**src/rtl/serial_controller_interface_m_if.sv**
```systemverilog
// Handshake and pad-side signals of the serial game-pad poller.
// The slave modport is the poller; the master modport is the host/pad side.
interface serial_controller_interface_m_if #(
    parameter int NUM_CONTROLLERS     = 2,
    parameter int BITS_PER_CONTROLLER = 8
);
    localparam int W = NUM_CONTROLLERS * BITS_PER_CONTROLLER;

    logic                       start_fetch;
    logic                       busy;
    logic                       done;
    logic                       controller_latch;
    logic                       controller_clk;
    logic [NUM_CONTROLLERS-1:0] controller_data_B_LIST;
    logic [W-1:0]               controller_data_out_LIST;
    logic [W-1:0]               controller_pressed_LIST;
    logic [W-1:0]               controller_released_LIST;

    modport master (
        output start_fetch, controller_data_B_LIST,
        input  busy, done, controller_latch, controller_clk,
        input  controller_data_out_LIST, controller_pressed_LIST, controller_released_LIST
    );

    modport slave (
        input  start_fetch, controller_data_B_LIST,
        output busy, done, controller_latch, controller_clk,
        output controller_data_out_LIST, controller_pressed_LIST, controller_released_LIST
    );
endinterface

```
**src/rtl/serial_controller_interface_m.sv**
```systemverilog
// Polls NUM_CONTROLLERS NES/SNES-style serial pads in lockstep: latch, shift, publish with edge flags.
// state | meaning:  IDLE wait for start_fetch | LATCH pads load | SHIFT clock bits in | DONE publish lists
module serial_controller_interface_m #(
    parameter int NUM_CONTROLLERS     = 2,
    parameter int BITS_PER_CONTROLLER = 8,
    parameter int CLK_DIV             = 2
) (
    input logic clk,
    input logic rst,
    serial_controller_interface_m_if.slave bus
);
    localparam int         W         = NUM_CONTROLLERS * BITS_PER_CONTROLLER;
    localparam logic [8:0] PERIOD_M1 = 9'(2 * CLK_DIV - 1);
    localparam logic [8:0] HALF      = 9'(CLK_DIV);
    localparam logic [4:0] LAST_BIT  = 5'(BITS_PER_CONTROLLER - 1);

    typedef enum logic [1:0] {IDLE, LATCH, SHIFT, DONE} state_e;

    state_e                         state_q, state_d;
    logic [8:0]                     cnt_q, cnt_d;
    logic [4:0]                     bit_q, bit_d;
    logic [NUM_CONTROLLERS-1:0]     sync1_q, sync2_q;
    logic [W-1:0]                   shift_q, shift_d;
    logic [W-1:0]                   data_q, data_d;
    logic [W-1:0]                   pressed_q, pressed_d;
    logic [W-1:0]                   released_q, released_d;
    logic                           ctl_clk_q, ctl_clk_d;
    logic [BITS_PER_CONTROLLER-1:0] pad;

    always_comb begin
        state_d    = state_q;
        cnt_d      = cnt_q;
        bit_d      = bit_q;
        shift_d    = shift_q;
        data_d     = data_q;
        pressed_d  = pressed_q;
        released_d = released_q;
        pad        = '0;
        unique case (state_q)
            IDLE: begin
                if (bus.start_fetch) begin
                    state_d = LATCH;
                    cnt_d   = PERIOD_M1;
                end
            end
            LATCH: begin
                if (cnt_q == 9'd0) begin
                    state_d = SHIFT;
                    cnt_d   = PERIOD_M1;
                    bit_d   = LAST_BIT;
                end else begin
                    cnt_d = cnt_q - 9'd1;
                end
            end
            SHIFT: begin
                // cnt_q == HALF is the last cycle of the low phase
                if (cnt_q == HALF) begin
                    for (int n = 0; n < NUM_CONTROLLERS; n++) begin
                        pad    = shift_q[n*BITS_PER_CONTROLLER +: BITS_PER_CONTROLLER];
                        pad    = pad << 1;
                        pad[0] = ~sync2_q[n];
                        shift_d[n*BITS_PER_CONTROLLER +: BITS_PER_CONTROLLER] = pad;
                    end
                end
                if (cnt_q == 9'd0) begin
                    if (bit_q == 5'd0) begin
                        // Lists are loaded on entry so they are already valid during DONE
                        state_d    = DONE;
                        data_d     = shift_q;
                        pressed_d  = shift_q & ~data_q;
                        released_d = ~shift_q & data_q;
                    end else begin
                        bit_d = bit_q - 5'd1;
                        cnt_d = PERIOD_M1;
                    end
                end else begin
                    cnt_d = cnt_q - 9'd1;
                end
            end
            DONE: begin
                state_d = IDLE;
            end
            default: begin
                state_d = IDLE;
            end
        endcase
        ctl_clk_d = !((state_d == SHIFT) && (cnt_d >= HALF));
    end

    always_ff @(posedge clk) begin
        if (rst) begin
            state_q    <= IDLE;
            cnt_q      <= '0;
            bit_q      <= '0;
            sync1_q    <= '0;
            sync2_q    <= '0;
            shift_q    <= '0;
            data_q     <= '0;
            pressed_q  <= '0;
            released_q <= '0;
            ctl_clk_q  <= 1'b1;
        end else begin
            state_q    <= state_d;
            cnt_q      <= cnt_d;
            bit_q      <= bit_d;
            sync1_q    <= bus.controller_data_B_LIST;
            sync2_q    <= sync1_q;
            shift_q    <= shift_d;
            data_q     <= data_d;
            pressed_q  <= pressed_d;
            released_q <= released_d;
            ctl_clk_q  <= ctl_clk_d;
        end
    end

    assign bus.busy                     = (state_q == LATCH) || (state_q == SHIFT);
    assign bus.done                     = (state_q == DONE);
    assign bus.controller_latch         = (state_q == LATCH);
    assign bus.controller_clk           = ctl_clk_q;
    assign bus.controller_data_out_LIST = data_q;
    assign bus.controller_pressed_LIST  = pressed_q;
    assign bus.controller_released_LIST = released_q;
endmodule

```
**src/flat_wrapper.sv**
```systemverilog
// flat-port wrapper written by rule: the top's interface ports become plain ports
module serial_controller_interface_m_flat 
#(
    parameter int NUM_CONTROLLERS     = 2,
    parameter int BITS_PER_CONTROLLER = 8,
    parameter int CLK_DIV             = 2
)
  (clk, rst, bus_start_fetch, bus_controller_data_B_LIST, bus_busy, bus_done, bus_controller_latch, bus_controller_clk, bus_controller_data_out_LIST, bus_controller_pressed_LIST, bus_controller_released_LIST);
  serial_controller_interface_m_if #(.NUM_CONTROLLERS(NUM_CONTROLLERS), .BITS_PER_CONTROLLER(BITS_PER_CONTROLLER)) bus_i ();
  input logic clk;
  input logic rst;
  input wire logic [$bits(bus_i.start_fetch)-1:0] bus_start_fetch;
  input wire logic [$bits(bus_i.controller_data_B_LIST)-1:0] bus_controller_data_B_LIST;
  output wire logic [$bits(bus_i.busy)-1:0] bus_busy;
  output wire logic [$bits(bus_i.done)-1:0] bus_done;
  output wire logic [$bits(bus_i.controller_latch)-1:0] bus_controller_latch;
  output wire logic [$bits(bus_i.controller_clk)-1:0] bus_controller_clk;
  output wire logic [$bits(bus_i.controller_data_out_LIST)-1:0] bus_controller_data_out_LIST;
  output wire logic [$bits(bus_i.controller_pressed_LIST)-1:0] bus_controller_pressed_LIST;
  output wire logic [$bits(bus_i.controller_released_LIST)-1:0] bus_controller_released_LIST;
  assign bus_i.start_fetch = bus_start_fetch;
  assign bus_i.controller_data_B_LIST = bus_controller_data_B_LIST;
  assign bus_busy = bus_i.busy;
  assign bus_done = bus_i.done;
  assign bus_controller_latch = bus_i.controller_latch;
  assign bus_controller_clk = bus_i.controller_clk;
  assign bus_controller_data_out_LIST = bus_i.controller_data_out_LIST;
  assign bus_controller_pressed_LIST = bus_i.controller_pressed_LIST;
  assign bus_controller_released_LIST = bus_i.controller_released_LIST;
  serial_controller_interface_m #(.NUM_CONTROLLERS(NUM_CONTROLLERS), .BITS_PER_CONTROLLER(BITS_PER_CONTROLLER), .CLK_DIV(CLK_DIV)) u_core (.clk(clk), .rst(rst), .bus(bus_i));
endmodule
```
**config.mk**
```make
export PLATFORM = sky130hd
export DESIGN_NAME = serial_controller_interface_m_flat
export DESIGN_NICKNAME = d
export VERILOG_FILES = /design/src/rtl/serial_controller_interface_m_if.sv /design/src/rtl/serial_controller_interface_m.sv /design/src/flat_wrapper.sv
export SDC_FILE = /design/constraint.sdc
export NUM_CORES = 1
export LEC_CHECK = 0
export ABC_CLOCK_PERIOD_IN_PS = 2690
export CORE_UTILIZATION = 40
export DETAILED_ROUTE_END_ITERATION = 12
export PLACE_DENSITY_LB_ADDON = 0.3
export SETUP_SLACK_MARGIN = 0.4
export SYNTH_ARGS = -nofsm -noshare
export SYNTH_HDL_FRONTEND = slang
export SYNTH_SLANG_ARGS = --single-unit
```
**constraint.sdc**
```tcl
create_clock -name clk -period 2.69 [get_ports clk]
set_clock_uncertainty 0.1 [all_clocks]
set_input_delay 0.538 -clock clk [delete_from_list [all_inputs] [get_ports clk]]
set_output_delay 0.538 -clock clk [all_outputs]
set_load 0.05 [all_outputs]
```
Word-level counts from Yosys, hierarchy flattened. Cells that the tools add are included.

Bits in registers: 85. Bits of input ports: 5. Output and inout bits: 52. Logic and storage cells: 51.

Add/sub/neg operators: 2. Magnitude comparators: 1. Equality and inequality tests: 8. Mux-type cells: 14. Bitwise gates (word level): 6. Reduce and logical (&&, ||, !) cells: 10.

Operator list (number): $mux W9 (4); $and A16 B16 Y16 (2); $not A16 Y16 (2); $pmux W9 S3 (1); $mux W5 (3); $pmux W5 S2 (1); $eq A9 B2 Y1 const B (1); $ge A9 B2 Y1 const B (1); $logic_not A9 Y1 (1); $sub A9 B1 Y9 const B (1); $mux W2 (4); $pmux W2 S4 (1); $eq A2 B2 Y1 const B (3); $logic_not A5 Y1 (1); $sub A5 B1 Y5 const B (1); $ne A2 B1 Y1 const B (2); $reduce_and A4 Y1 (1); $reduce_and A3 Y1 (1); $eq A2 B1 Y1 const B (1); $logic_not A2 Y1 (1); $ne A2 B2 Y1 const B (1); $not A1 Y1 (2); $reduce_and A2 Y1 (1); $reduce_bool A2 Y1 (1); 3 further kinds (3).

Depth between registers and ports, before layout. Gate-level depths: netlist (run 1).

Depth in word-level cells: 7. Mapped depth: 10. Mapped depth without buffers: 8.

Least setup slack after synthesis (run 1). No wires, ideal clock.

Kind: register to register. Start point: register u_core.state_q[1]. End point: register u_core.ctl_clk_q (netlist: u_core.bus.controller_clk). Library setup time: 0.059 ns. Arrival: 1.931 ns. Data required time: 2.531 ns. Path slack: 0.600 ns. Stages on the path, launching flop included: 9. Path buffers: 0. Clock period less this slack: 2.090 ns. Cells stage by stage: dfxtp_1 > inv_1 > ha_1 > or2_2 > o21ai_2 > a21boi_1 > a41o_1 > nor4_2 > a41o_1.

RTL lines: from (decl) (line serial_controller_interface_m.sv:19) `state_e state_q, state_d;`; from (signal assigned) (line serial_controller_interface_m.sv:103) `state_q <= state_d;`; $eq A2 B1 Y1 (*); via bus_controller_latch (line flat_wrapper.sv:16) `output wire logic [$bits(bus_i.controller_latch)-1:0] bus_controller_latch;`; $pmux W9 S3 or $pmux W2 S4 (tied branches) (line serial_controller_interface_m.sv:39) `unique case (state_q)`; $ge A9 B2 Y1 or $eq A2 B2 Y1 (tied branches) (line serial_controller_interface_m.sv:87) `ctl_clk_d = !((state_d == SHIFT) && (cnt_d >= HALF));`; $logic_and A1 B1 Y1 (*) (line serial_controller_interface_m.sv:87); $logic_not A1 Y1 (*) (line serial_controller_interface_m.sv:87); to (signal assigned) (line serial_controller_interface_m.sv:112) `ctl_clk_q <= ctl_clk_d;`; to (decl) (line serial_controller_interface_m.sv:27) `logic ctl_clk_q, ctl_clk_d;`.

The timed path passes the listed nets; every way through them passes the cells marked *. A chain may end at the register's enable or synchronous reset.

Final worst setup path (run 1).
Start point: register u_core.state_q[1]. End point: output port bus_controller_latch.

Word-level cells in the longest chain between the ends: 1.

Ends and longest elaborated chain: $eq A2 B1 Y1 (line serial_controller_interface_m.sv:118) `assign bus.controller_latch = (state_q == LATCH);`; to (decl) (line flat_wrapper.sv:16).

No other way between the ends.

==> results of run 1 <==
==> synthesized netlist by cell type (2+ instances only) <==
master,n,share of area
a22oi_1,4,0.0083
dfxtp_1,85,0.47
buf_2,7,0.0096
ha_1,9,0.031
a21oi_1,68,0.094
or3_1,2,0.0034
and3_1,2,0.0034
inv_1,10,0.010
nor3_1,10,0.014
clkbuf_1,18,0.019
nor4_1,2,0.0034
a211oi_1,2,0.0041
nand3b_1,32,0.066
o31ai_1,2,0.0041
o21ai_0,11,0.015
buf_6,2,0.0062
nand2b_1,2,0.0034
a21boi_1,2,0.0041
a311oi_1,2,0.0048
or2_2,2,0.0034
o2bb2ai_1,2,0.0048
a41o_1,2,0.0055
nor3_2,4,0.011
nand2_1,104,0.11
nor2b_1,8,0.014
xor2_1,2,0.0048
nor2_1,24,0.025
nand3_1,3,0.0041
==> worst paths after layout <==
check / from / end / slack, ns / cells after the start
setup / recovery: u_core.state_q[1] / bus_controller_latch / 0.46 / 3
hold / removal: u_core.sync2_q[0] / u_core.shift_q[0] / 0.31 / 1
setup reg to reg: u_core.cnt_q[1] / u_core.bus.controller_clk / 0.51 / 8
hold reg to reg: u_core.sync2_q[0] / u_core.shift_q[0] / 0.31 / 1
==> timing repair <==
action | 4_1_cts | 5_1_grt
endpoints found under the setup margin | 4 | 19
gates resized for setup | 4 | 8
pin swaps | 0 | 1
==> routing by layer <==
layer / GRT usage / up-vias / part of all wire
met5: 0 / - / 0
met4: 0.0667 / 0 / 0.0076
li1: - / 1602 / -
met1: 0.239 / 1505 / 0.48
met3: 0.0309 / 10 / 0.033
met2: 0.285 / 64 / 0.48
==> per-stage QoR <==
stage / std cells / util
after floorplan: 442 / -
after global placement: 586 / 0.491
after detailed placement: 586 / 0.491
after CTS: 602 / 0.514
after global routing: 602 / 0.514
final: 602 / 0.514
==> sequential cells by signal, summed over array words and instances (netlist names) <==
| register | cells |
|---|---|
| u_core.bus.controller_pressed_LIST | 16 |
| u_core.sync2_q | 2 |
| u_core.shift_q | 16 |
| u_core.bit_q | 5 |
| u_core.sync1_q | 2 |
| u_core.cnt_q | 9 |
| u_core.bus.controller_clk | 1 |
| u_core.bus.controller_released_LIST | 16 |
| u_core.state_q | 2 |
| u_core.bus.controller_data_out_LIST | 16 |
==> final cells by class <==
| cell class | count | area, um^2 | area share |
|---|---|---|---|
| repair buffers | 63 | 636 | 0.141 |
| inverters | 10 | 37.5 | 0.00833 |
| clock inverters | 6 | 70.1 | 0.0155 |
| clock buffers | 10 | 128 | 0.0283 |
| flip-flops and latches | 85 | 1700 | 0.377 |
| multi-input cells | 320 | 1800 | 0.399 |
| well taps | 108 | 135 | 0.0300 |
==> power groups by stage <==
| stage | clock [uW] | combinational, uW | sequential, uW |
|---|---|---|---|
| after detailed placement | 0 | 770 | 1420 |
| after global placement | 0 | 771 | 1420 |
| after floorplan | 0 | 604 | 1390 |
| final | 902 | 797 | 1400 |
| after CTS | 930 | 775 | 1390 |
| after global routing | 990 | 877 | 1400 |
==> logic make-up after synthesis <==
group / share of synthesized area
xor gates and xnor gates: 0.00482
buffers and inverters: 0.0447
adders and majority gates: 0.0309
DFF: 0.468
AOI/OAI and AO/OA: 0.166
and+or+nand+nor: 0.286
==> impl_results.md, run 1 <==
- Status: completed
- DRC: 0
- Syn_area_per_cell: 8.23 um^2
- Hpwl dp: 5430 um
- Asr flop ratio synth: 0
- Clock Latency Late Sink: 0.34 ns
- Synth Cell Area: 3640 um^2
- GP Congestion: 0.882
- Worst VDD drop: 0.343 mV
- Vias in the first global route: 2950
- DR vias: 3181
- Root Buffer: clkbuf_8
- IO Count: 57
- Dpl cell area: 4300 um^2
- Largest net degree at the start of global routing: 67
- Filler instances: 850
- Setup TNS: 0 ns
- Tcrit/Tclk final: 0.828
- Ys Warns: 0
- CTS clk-pin slew, worst paths: 0.08 ns
- Core footprint: 8760 um^2
- Number of synthesized flops with an enable pin: 0
- Fraction of layout instances using a drive strength above 1: 0.0850
- WS Path Type: reg -> out
- Setup bufs post-CTS: 0
- CTS tree: done
- # rows: 34
- Max-cap viol count: 0
- Syn Nets: 456
- Pwr Density: 686 nW/um^2
- Area Overhead vs Synth: 23.9%
- Drt wl/cell: 13.4 um
- Critical path's slowest cell: clkdlybuf4s15_1
- CP endpoint kind: output pin
- Gate power share: 0.257
- # diodes: 0
- DIE WIDTH: 97.4 um
- Sequential group share of total power: 0.451
- Fin. Hold Viols: 0
- HP Class: reg -> reg
- Setup slack after layout: 0.462 ns
- Final instance area: 4510 um^2
- Post-synthesis cell count: 442
- Gr usage total: 0.178
- DR iter-0 viols: 137
- Worst Setup Start Kind: register
- Clk pwr share: 0.292
- Post-synthesis sequential area ratio: 0.468
- # clock sinks: 85
- NetSw: 1030 uW
- P_int: 2070 uW
- DR vias/cell: 5.28
- Final min period: 2.23 ns
- Antenna violations before repair: 0
- CP required: 2.05 ns
- Headroom to the max-slew limit: 0.647
- Sw Ratio: 0.333
- Die Y: 97.4 um
- Worst hold slack: 0.314 ns
- Crit-path max cell delay: 0.52 ns
- RSZ-0062 raised after global routing: true
- Netlist cell types: 47
- Post-DRT Antenna Nets: 0
- CP arrival: 1.59 ns
- Hold_buf cts: 0
- Die area: 9480 um^2
- Fmax: 449 MHz
- Main synth FF type: dfxtp_1
- Worst Tran Pin Value: 0.528 ns
- First-pass GRT wire length: 13900 um
- CTS Buf Count: 9
- Final Setup Violations: 0
- P_leak: 0.00150 uW
- Commonest cells after routing, fill and taps aside: nand2_1, dfxtp_1, a21oi_1
- Gr ovfl total: 0
- WP buf/inv: 2
- H-tree depth: 3
- Nets: 503
- Overall routed net length: 8070 um
- CTS Buffer Depth: 2
- Total Power: 3090 uW
- DR pass1 iterations: 4
- Port bufs: 56
- Critical path's top delay family: buffers and inverters
- Cell Chain, Critical Path: inv_1 -> ha_1 -> clkdlybuf4s15_1
- Slew Limit Fails: 0
- Initial Util: 0.415
- Pre-CTS setup slack: 0.330 ns
- Most common cell after layout, fill and taps aside: nand2_1
- Number of synthesized register bits: 85
- Crit Path Max Fanout: 5
No activity file was read; power rests on OpenSTA's default activity.
==> run 2: changes to the inputs <==
ABC_CLOCK_PERIOD_IN_PS = 2050   (was 2690)
clock period = 2.05 ns   (was 2.69 ns; I/O delays follow)
==> impl_results.md, run 2 (same netlist as run 1, synthesis figures left out) <==
- Final Non-Filler Cells: 644 (was 602)
- Commonest cells after routing, fill and taps aside: nand2_1, dfxtp_1, a21oi_1 (unchanged)
- Reg2Reg Depth: 7 (was 8)
- WS Path Type: reg -> reg (was reg -> out)
- DR iter-0 viols: 314 (was 137)
- First-pass GRT wire length: 14300 um (was 13900 um)
- Filler instances: 730 (was 850)
- DRC: 0 (unchanged)
- Setup slack after layout: 0.0655 ns (was 0.462 ns)
- Fraction of layout instances using a drive strength above 1: 0.358 (was 0.0850)
- Fmax: 504 MHz
- Pre-CTS setup slack: -0.0478 ns (was 0.330 ns)
- Vias in the first global route: 3044 (was 2950)
- CP required: 2.24 ns (was 2.05 ns)
- Critical R2R Launch: u_core.cnt_q[3] (was u_core.cnt_q[1])
- Max-cap viol count: 0 (unchanged)
- CP endpoint kind: register (was output pin)
- Nets: 546 (was 503)
- Core footprint: 8760 um^2 (unchanged)
- Status: completed (unchanged)
- CTS Buffer Depth: 2 (unchanged)
- Crit. Startpoint: u_core.cnt_q[3] (was u_core.state_q[1])
- Worst Setup Start Kind: register (unchanged)
- Largest net degree at the start of global routing: 78 (was 67)
- Overall routed net length: 10600 um (was 8070 um)
- # clock sinks: 85 (unchanged)
- Port bufs: 56 (unchanged)
- DIE WIDTH: 97.4 um (unchanged)
- Root Buffer: clkbuf_8 (unchanged)
- Final min period: 1.98 ns
- Area Overhead vs Synth: 46.5% (was 23.9%)
- RR Endpoint: u_core.bus.controller_clk (unchanged)
- DR pass1 iterations: 5 (was 4)
- DR vias/cell: 5.52 (was 5.28)
- Clock Latency Late Sink: 0.35 ns (was 0.34 ns)
- Most common cell after layout, fill and taps aside: nand2_1 (unchanged)
- Drt wl/cell: 16.4 um (was 13.4 um)
- CTS clk-pin slew, worst paths: 0.08 ns (about the same)
- IO Count: 57 (unchanged)
- CP arrival: 2.18 ns (was 1.59 ns)
- Seq. cell area: 1730 um^2 (was 1700 um^2)
- Worst VDD drop: 0.394 mV (was 0.343 mV)
- # diodes: 0 (unchanged)
- H-tree depth: 3 (unchanged)
- RSZ-0062 raised after global routing: true (unchanged)
- Fin. Hold Viols: 0 (unchanged)
- GP Congestion: 0.877 (was 0.882)
- Headroom to the max-slew limit: 0.750 (was 0.647)
- Pwr Density: 886 nW/um^2 (was 686 nW/um^2)
- Gr usage total: 0.181 (was 0.178)
- Hpwl dp: 5290 um (was 5430 um)
- Die Y: 97.4 um (unchanged)
- Final instance area: 5330 um^2 (was 4510 um^2)
- Setup crit end: u_core.bus.controller_clk (was bus_controller_latch)
- Final Setup Violations: 0 (unchanged)
- Multi-input gate area: 2090 um^2 (was 1800 um^2)
- P_leak: 0.00189 uW (was 0.00150 uW)
- # rows: 34 (unchanged)
- Initial Util: 0.415 (unchanged)
- CTS Buf Count: 9 (unchanged)
- DR vias: 3552 (was 3181)
- Post-DRT Antenna Nets: 0 (unchanged)
- CTS tree: done (unchanged)
- Placed Cells: 589 (was 586)
- Dpl cell area: 4450 um^2 (was 4300 um^2)
- R2r setup slk: 0.07 ns (was 0.51 ns)
- Tcrit/Tclk final: 0.968
- HP Class: in -> reg (was reg -> reg)
- Gr ovfl total: 0 (unchanged)
- Crit Path Max Fanout: 8 (was 5)
- Worst Tran Pin Value: 0.374 ns (was 0.528 ns)
- Die area: 9480 um^2 (unchanged)
- Slew Limit Fails: 0 (unchanged)
- Antenna violations before repair: 0 (unchanged)
- Setup TNS: 0 ns (unchanged)
[run 2: changes by cell type in the layout (fill, tap and decap cells not counted), sizes merged]
cell,before,now
buf,8,61
inv,12,13
clkdlybuf4s50,52,3
clkdlybuf4s15,1,33
clkbuf,12,17
or3,3,4
clkinvlp,2,1
[run 2: metrics by stage]
step	hold slack, ns	total power [uW]	util
floorplan	0.290	2770	-
global placement	0.298	3060	0.508
detailed placement	0.301	3070	0.508
CTS	0.257	4410	0.555
global route	0.281	4950	0.608
finish	0.281	4730	0.608
[run 2: report_power, final]
| group | total (uW) | switching [uW] | leakage [uW] | internal [uW] |
|---|---|---|---|---|
| logic | 1680 | 875 | 0.00110 | 806 |
| clock network | 1190 | 618 | 0.0000966 | 568 |
| registers | 1860 | 121 | 0.000693 | 1740 |
| total | 4730 | 1610 | 0.00189 | 3110 |
[run 2: worst min path at each step]
stage                            from                end  slack, ns  cells after the start
floorplan           u_core.sync2_q[0]  u_core.shift_q[0]       0.29                      1
global placement    u_core.sync2_q[0]  u_core.shift_q[0]       0.30                      1
detailed placement  u_core.sync2_q[0]  u_core.shift_q[0]       0.30                      1
CTS                               rst    u_core.cnt_q[5]       0.26                      2
global route                      rst    u_core.cnt_q[5]       0.28                      2
finish                            rst    u_core.cnt_q[5]       0.28                      2
[run 2: area by class of cell]
type | instances | share of cell area
multi-input cells | 321 | 0.392
repair buffers | 105 | 0.212
flip-flops and latches | 85 | 0.325
inverters | 10 | 0.00892
well taps | 108 | 0.0253
clock inverters | 6 | 0.0131
clock buffers | 9 | 0.0232
[run 2: per-layer routing]
metal | vias to the layer above | track usage | routed length (um)
met4 | 0 | 0.0826 | 240
met2 | 126 | 0.292 | 5150
li1 | 1699 | - | -
met5 | - | 0 | 0
met3 | 24 | 0.0288 | 486
met1 | 1703 | 0.238 | 4690
[run 2: critical path: stages, from the launching register on]
cell	delay (ns)
dfxtp_4	0.38
or3_4	0.41
o31ai_4	0.34
buf_4	0.18
buf_6	0.10
o22ai_2	0.07
a21boi_2	0.16
a41o_1	0.19
[run 2: timing repair]
item                                    CTS  global route
gates resized for setup                 161            82
buffers inserted                         11            17
pin swaps                                 9            35
cloned                                    1            11
endpoints found under the setup margin  131            98
hold buffers                              0             0
